--- src/rtl/usb_crc_stuff_tx_if.sv ---
// Packet-in / serial-bit-out bundle between the USB TX packet source, this
// serialiser and the NRZI encoder.
interface usb_crc_stuff_tx_if #(
  parameter int MAX_BITS = 100,
  parameter int LEN_W    = $clog2(MAX_BITS + 1)
);
  // Both sides use plain valid/ready: a packet (or a bit) moves on the cycle
  // where valid & ready are both high; the offered payload holds until then.
  logic                pkt_valid;
  logic                pkt_ready;
  logic [MAX_BITS-1:0] pkt_data;
  logic [LEN_W-1:0]    pkt_len;
  logic [1:0]          crc_mode;
  logic                out_ready;
  logic                out_valid;
  logic                out_bit;
  logic                out_last;
  logic                err;

  modport slave (
    input  pkt_valid, pkt_data, pkt_len, crc_mode, out_ready,
    output pkt_ready, out_valid, out_bit, out_last, err
  );

  modport master (
    output pkt_valid, pkt_data, pkt_len, crc_mode, out_ready,
    input  pkt_ready, out_valid, out_bit, out_last, err
  );
endinterface

--- src/rtl/usb_crc_stuff_tx.sv ---
// USB TX serialiser: shifts a parallel packet out LSB-first, appends the
// complemented CRC5/CRC16 and inserts bit-stuff zeros under backpressure.
module usb_crc_stuff_tx #(
  parameter int MAX_BITS  = 100,
  parameter int PID_BITS  = 8,
  parameter int STUFF_RUN = 6,
  parameter int STUFF_PID = 0,
  parameter int LEN_W     = $clog2(MAX_BITS + 1)
) (
  input  logic               clock,
  input  logic               reset,
  usb_crc_stuff_tx_if.slave  bus,
  output logic [2:0]         dbg_state_o
);
  localparam int RUN_W = $clog2(STUFF_RUN + 1);

  typedef enum logic [2:0] {S_IDLE, S_PID, S_BODY, S_CRC, S_STUFF} state_e;

  state_e              state_q, state_d, ret_q, ret_d, after_st;
  logic [MAX_BITS-1:0] data_q, data_d;
  logic [LEN_W-1:0]    len_q, len_d, idx_q, idx_d, idx_inc;
  logic [1:0]          mode_q, mode_d;
  logic [15:0]         crc_q, crc_d;
  logic [4:0]          crc_cnt_q, crc_cnt_d, crc_inc, crc_len;
  logic [RUN_W-1:0]    ones_q, ones_d;
  logic                stuff_last_q, stuff_last_d;
  logic                ready_q, err_q, err_d;
  logic                accept, legal, out_valid, out_bit, out_last, xfer;
  logic                count_en, stuff_now, src_final, fb5, fb16;

  assign accept    = bus.pkt_valid & ready_q;
  assign legal     = (bus.pkt_len >= LEN_W'(PID_BITS)) &&
                     (bus.pkt_len <= LEN_W'(MAX_BITS)) && (bus.crc_mode != 2'd3);
  assign out_valid = (state_q != S_IDLE);
  assign xfer      = out_valid & bus.out_ready;
  assign count_en  = (state_q != S_PID) || (STUFF_PID != 0);
  assign idx_inc   = idx_q + 1'b1;
  assign crc_inc   = crc_cnt_q + 5'd1;
  assign crc_len   = (mode_q == 2'd1) ? 5'd5 : 5'd16;
  assign fb5       = data_q[0] ^ crc_q[4];
  assign fb16      = data_q[0] ^ crc_q[15];

  // Decode the bit on offer and where the source goes after it transfers.
  always_comb begin
    out_bit   = 1'b0;
    after_st  = state_q;
    src_final = 1'b0;
    case (state_q)
      S_PID: begin
        out_bit = data_q[0];
        if (idx_inc == LEN_W'(PID_BITS)) begin
          if (len_q != LEN_W'(PID_BITS)) after_st = S_BODY;
          else if (mode_q == 2'd0)       src_final = 1'b1;
          else                           after_st = S_CRC;
        end
      end
      S_BODY: begin
        out_bit = data_q[0];
        if (idx_inc == len_q) begin
          if (mode_q == 2'd0) src_final = 1'b1;
          else                after_st = S_CRC;
        end
      end
      S_CRC: begin
        out_bit = (mode_q == 2'd1) ? ~crc_q[4] : ~crc_q[15];
        if (crc_inc == crc_len) src_final = 1'b1;
      end
      default: ;
    endcase
  end

  assign stuff_now = (state_q inside {S_PID, S_BODY, S_CRC}) && count_en && out_bit &&
                     (ones_q == RUN_W'(STUFF_RUN - 1));
  // A trailing stuff zero inherits out_last from the data/CRC bit it follows.
  assign out_last  = (state_q == S_STUFF) ? stuff_last_q : (src_final & ~stuff_now);

  always_comb begin
    state_d      = state_q;
    ret_d        = ret_q;
    data_d       = data_q;
    len_d        = len_q;
    mode_d       = mode_q;
    idx_d        = idx_q;
    crc_d        = crc_q;
    crc_cnt_d    = crc_cnt_q;
    ones_d       = ones_q;
    stuff_last_d = stuff_last_q;
    err_d        = 1'b0;
    if (accept) begin
      if (legal) begin
        state_d      = S_PID;
        data_d       = bus.pkt_data;
        len_d        = bus.pkt_len;
        mode_d       = bus.crc_mode;
        idx_d        = '0;
        crc_d        = '1;
        crc_cnt_d    = '0;
        ones_d       = '0;
        stuff_last_d = 1'b0;
      end else begin
        err_d = 1'b1;
      end
    end else if (xfer) begin
      if (state_q == S_STUFF) begin
        state_d = ret_q;
        ones_d  = '0;
      end else begin
        if (count_en) ones_d = out_bit ? ones_q + 1'b1 : '0;
        if (state_q == S_PID || state_q == S_BODY) begin
          data_d = data_q >> 1;
          idx_d  = idx_inc;
        end
        if (state_q == S_BODY) begin
          if (mode_q == 2'd1) crc_d[4:0] = {crc_q[3:0], 1'b0} ^ (fb5 ? 5'h05 : 5'h00);
          else                crc_d = {crc_q[14:0], 1'b0} ^ (fb16 ? 16'h8005 : 16'h0000);
        end
        if (state_q == S_CRC) begin
          crc_d     = {crc_q[14:0], 1'b0};
          crc_cnt_d = crc_inc;
        end
        if (stuff_now) begin
          state_d      = S_STUFF;
          ret_d        = src_final ? S_IDLE : after_st;
          stuff_last_d = src_final;
        end else begin
          state_d = src_final ? S_IDLE : after_st;
        end
      end
    end
  end

  always_ff @(posedge clock) begin
    if (reset) begin
      state_q      <= S_IDLE;
      ret_q        <= S_IDLE;
      data_q       <= '0;
      len_q        <= '0;
      mode_q       <= '0;
      idx_q        <= '0;
      crc_q        <= '1;
      crc_cnt_q    <= '0;
      ones_q       <= '0;
      stuff_last_q <= 1'b0;
      ready_q      <= 1'b0;
      err_q        <= 1'b0;
    end else begin
      state_q      <= state_d;
      ret_q        <= ret_d;
      data_q       <= data_d;
      len_q        <= len_d;
      mode_q       <= mode_d;
      idx_q        <= idx_d;
      crc_q        <= crc_d;
      crc_cnt_q    <= crc_cnt_d;
      ones_q       <= ones_d;
      stuff_last_q <= stuff_last_d;
      ready_q      <= (state_d == S_IDLE);
      err_q        <= err_d;
    end
  end

  assign bus.pkt_ready = ready_q;
  assign bus.out_valid = out_valid;
  assign bus.out_bit   = out_bit;
  assign bus.out_last  = out_last;
  assign bus.err       = err_q;
  assign dbg_state_o   = state_q;
endmodule

--- src/flat_wrapper.sv ---
// flat-port wrapper written by rule: the top's interface ports become plain ports
module usb_crc_stuff_tx_flat 
#(
  parameter int MAX_BITS  = 100,
  parameter int PID_BITS  = 8,
  parameter int STUFF_RUN = 6,
  parameter int STUFF_PID = 0,
  parameter int LEN_W     = $clog2(MAX_BITS + 1)
)
  (clock, reset, dbg_state_o, bus_pkt_valid, bus_pkt_data, bus_pkt_len, bus_crc_mode, bus_out_ready, bus_pkt_ready, bus_out_valid, bus_out_bit, bus_out_last, bus_err);
  usb_crc_stuff_tx_if #(.MAX_BITS(MAX_BITS), .LEN_W(LEN_W)) bus_i ();
  input  logic clock;
  input  logic reset;
  output logic [2:0] dbg_state_o;
  input wire logic [$bits(bus_i.pkt_valid)-1:0] bus_pkt_valid;
  input wire logic [$bits(bus_i.pkt_data)-1:0] bus_pkt_data;
  input wire logic [$bits(bus_i.pkt_len)-1:0] bus_pkt_len;
  input wire logic [$bits(bus_i.crc_mode)-1:0] bus_crc_mode;
  input wire logic [$bits(bus_i.out_ready)-1:0] bus_out_ready;
  output wire logic [$bits(bus_i.pkt_ready)-1:0] bus_pkt_ready;
  output wire logic [$bits(bus_i.out_valid)-1:0] bus_out_valid;
  output wire logic [$bits(bus_i.out_bit)-1:0] bus_out_bit;
  output wire logic [$bits(bus_i.out_last)-1:0] bus_out_last;
  output wire logic [$bits(bus_i.err)-1:0] bus_err;
  assign bus_i.pkt_valid = bus_pkt_valid;
  assign bus_i.pkt_data = bus_pkt_data;
  assign bus_i.pkt_len = bus_pkt_len;
  assign bus_i.crc_mode = bus_crc_mode;
  assign bus_i.out_ready = bus_out_ready;
  assign bus_pkt_ready = bus_i.pkt_ready;
  assign bus_out_valid = bus_i.out_valid;
  assign bus_out_bit = bus_i.out_bit;
  assign bus_out_last = bus_i.out_last;
  assign bus_err = bus_i.err;
  usb_crc_stuff_tx #(.MAX_BITS(MAX_BITS), .PID_BITS(PID_BITS), .STUFF_RUN(STUFF_RUN), .STUFF_PID(STUFF_PID), .LEN_W(LEN_W)) u_core (.clock(clock), .reset(reset), .bus(bus_i), .dbg_state_o(dbg_state_o));
endmodule
--- config.mk ---
export PLATFORM = sky130hd
export DESIGN_NAME = usb_crc_stuff_tx_flat
export DESIGN_NICKNAME = d
export VERILOG_FILES = /design/src/rtl/usb_crc_stuff_tx_if.sv /design/src/rtl/usb_crc_stuff_tx.sv /design/src/flat_wrapper.sv
export SDC_FILE = /design/constraint.sdc
export NUM_CORES = 1
export LEC_CHECK = 0
export CORE_ASPECT_RATIO = 0.6
export CORE_MARGIN = 3
export CORE_UTILIZATION = 53
export CTS_BUF_LIST = sky130_fd_sc_hd__clkbuf_16
export CTS_CLUSTER_DIAMETER = 60
export DETAILED_ROUTE_END_ITERATION = 16
export PLACE_DENSITY_LB_ADDON = 0.25
export SLEW_MARGIN = 20
export SYNTH_ARGS = -nofsm -noshare
export SYNTH_HDL_FRONTEND = slang
export SYNTH_SLANG_ARGS = --single-unit
--- constraint.sdc ---
create_clock -name clock -period 3.3 [get_ports clock]
set_clock_uncertainty 0.1 [all_clocks]
set_input_delay 0.825 -clock clock [delete_from_list [all_inputs] [get_ports clock]]
set_output_delay 0.825 -clock clock [all_outputs]
set_load 0.005 [all_outputs]
==> impl_results.md <==
* Layout Nets at roughly 1100
* HP Class: reg2reg
* Setup crit start kind: flop
* Design Area, Final at around 0.009 mm²
* Yosys cell types at 57
* Number of global-route vias before repair at between 5000 and 6000
* Leak Pwr at about 3.2 nW
* Buffers on Ports at 120
* GRT Util Overall at 25.2%
* Initial DRC Count at 649
* Antenna Nets Post-Route at 0
* CTS clock-pin slew for the worst setup and hold paths at 0.06 ns
* Die height at 94.8 µm
* Peak supply drop at 0.372 mV
* Max Slew Vio Count at 0
* Class of the most critical setup path: reg2out
* # rows at 31
* Root Buffer: clkbuf_16
* Placer Congestion at ~0.9
* I/O Pins at 121
* Slew Limit Headroom at 44.1%
* Fin crit period at 3.25 ns
* Worst EP arrival at around 2.3 ns
* Number of register bits inferred by synthesis at around 150
* Max clock buf depth at 2
* Layout Cells excl Fill at 1192
* Ranking of synthesized cells by area: dfxtp_1 43%, nand2_1 13%, a311oi_1 12%
* Area leader, netlist: dfxtp_1
* Synth warnings at 0
* Pwr Density at 487 mW/mm²
* Sink Count at 149
* Full die area at approximately 0.015 mm²
* Antenna Cells at 0
* Max Fclk at 307 MHz
* Post-layout power at 4.43 mW
* Initial core utilization at 55.9%
* Core Area at 0.0125 mm²
* Final Hold Viols at 0
* Area Growth Syn to Fin at 30.7%
* Worst skew pair latency at 0.40 ns
* Hpwl dp at around 12000 µm
* Worst path required time at 2.37 ns
* Hold buffers post-CTS at 0
* DR DRC count at 0
* Sequential area share after synthesis at a little over two fifths
* Placed insts at approximately 1200
* WL final at 18700 µm
* Final Setup Violations at 0
* H-tree levels at 4
* Main synth FF type: dfxtp_1
* Initial antenna violation count at 0
* Outcome: finished, final reports clean
* First-pass GRT wire length at between 30000 and 40000 µm
* Largest net degree at the start of global routing at between 80 and 90
* CTS Buf Count at 17
* Via count at 6762
* CP Capture Type: output pin
* Via density at 5.67
* Top cell type's share of synthesized area at 42.9%
* Post-Synthesis Net Count at 1024
* Wire per inst at 15.7 µm
* Cell count after synthesis at 906
* # Max-Cap Violations at 0
* Avg Inst Size Synth at between 7 and 8 µm²
* Slew @ Worst Pin at 0.839 ns
* Die width at around 150 µm
* TritonCTS clock tree: yes
* Final Cycle Share at 98.6%
* 1st-pass router iterations at 5
* Crit path max fanout at 2
* Share of cells above drive strength 1 at 10.1%
* Placed cell areas at 0.00846 mm²
* EDFF count, synth at 0
* Async set-reset flop share out of synthesis at 0%
* Post-synthesis cell area at between 0.006 and 0.007 mm²
* Remaining global-route overflow at 0
==> sequential cells by signal, summed over array words and instances (netlist names) <==
name	flops
u_core.stuff_last_q	1
u_core.crc_cnt_q	5
u_core.ret_q	3
u_core.dbg_state_o	3
u_core.bus.err	1
u_core.len_q	7
u_core.bus.pkt_ready	1
u_core.crc_q	16
u_core.mode_q	2
u_core.idx_q	7
u_core.data_q	100
u_core.ones_q	3
==> cells in the mapped netlist (all sizes together) (3+ instances only) <==
cell,number
nand2,245
dfxtp,149
nor2,134
a311oi,99
clkbuf,56
a21oi,35
nor3,24
buf,21
nand3,18
o21ai,15
o21bai,13
or3,8
xnor2,8
xor2,8
nor4,6
ha,5
a31oi,4
and3,4
or2,4
a211oi,3
and2,3
and3b,3
inv,3
mux2i,3
nand3b,3
or4,3
==> logic make-up after synthesis <==
group           count (synthesis)  share of synthesized area [%]
compound gates                186                           20.6
xor+xnor                       16                           2.01
fa+ha+maj                       5                          0.899
buf+inv                        80                           4.75
flops                         149                           42.9
mux                             3                          0.431
simple gates                  467                           28.5
==> timing repair <==
action                     4_1_cts  5_1_grt
gates resized for setup         13        7
setup endpoints to repair        1        1
buffers inserted                 2        1
hold endpoints to repair         0        0
pin swaps                        4        3
==> per-layer routing <==
layer | GRT usage (%) | part of all wire, % | routed length (µm)
met1 | 40.5 | 50 | 9280
met2 | 33.6 | 41 | 7650
met3 | 5.59 | 8.7 | 1620
met4 | 5.14 | 0.67 | 126
met5 | 0 | 0 | 0
==> stage by stage <==
step                      utilization (%)  hold slack (ns)  setup TNS (ns)  worst slack (ns)
final                                73.1            0.376               0            0.0467
after global routing                 73.1            0.389         -0.0271           -0.0271
after CTS                            72.8            0.375               0            0.0825
after detailed placement             68.0            0.368         -0.0531           -0.0531
after global placement               68.0            0.363               0            0.0957
after floorplan                         -            0.344               0             0.459
==> worst paths after layout <==
path | startpoint | endpoint | slack [ns] | cells after the start
max reg2reg | u_core.idx_q[0]$_SDFFE_PP0P_ | u_core.dbg_state_o[0]$_SDFF_PP0_ | 0.65 | 10
max | u_core.idx_q[0]$_SDFFE_PP0P_ | bus_out_last | 0.05 | 8
min reg2reg | u_core.data_q[95]$_SDFFE_PP0P_ | u_core.data_q[94]$_SDFFE_PP0P_ | 0.38 | 2
min | u_core.data_q[95]$_SDFFE_PP0P_ | u_core.data_q[94]$_SDFFE_PP0P_ | 0.38 | 2
==> worst max-delay path, stage by stage, from the launching register on <==
cell	delay [ns]
dfxtp_1	0.35
ha_2	0.20
nand2_1	0.07
or3_1	0.36
a221oi_2	0.34
a32o_2	0.25
a21oi_2	0.07
o21ai_1	0.15
buf_2	0.13
==> power by group <==
| group | total [mW] | switching, mW | leakage, nW | internal [mW] |
|---|---|---|---|---|
| Combinational | 0.673 | 0.355 | 1.69 | 0.318 |
| Sequential | 1.99 | 0.0700 | 1.22 | 1.92 |
| Clock | 1.77 | 0.791 | 0.247 | 0.975 |
| Total | 4.43 | 1.22 | 3.15 | 3.22 |
==> cells in the final DEF, fill, tap and decap left out, drive strengths merged, types with 4 or more instances in the layout <==
master         instances
xnor2                  8
dfxtp                149
a31oi                  4
clkbuf                17
or3                    8
nor3                  24
a311oi                99
clkdlybuf4s50        118
nor4                   6
inv                    9
ha                     5
nor2                 134
a21oi                 35
and3                   4
buf                   48
clkinvlp               6
or2                    4
nand2                245
xor2                   8
nand3                 18
o21ai                 15
o21bai                13
==> layout make-up <==
class	count	area, µm²
clock buffer	17	425
inverter	3	11.3
tap	165	206
fill	950	3350
multi-input combinational	677	3730
clock inverter	15	119
sequential	149	2980
timing repair buffer	166	1620
No activity file was read; power rests on OpenSTA's default activity.
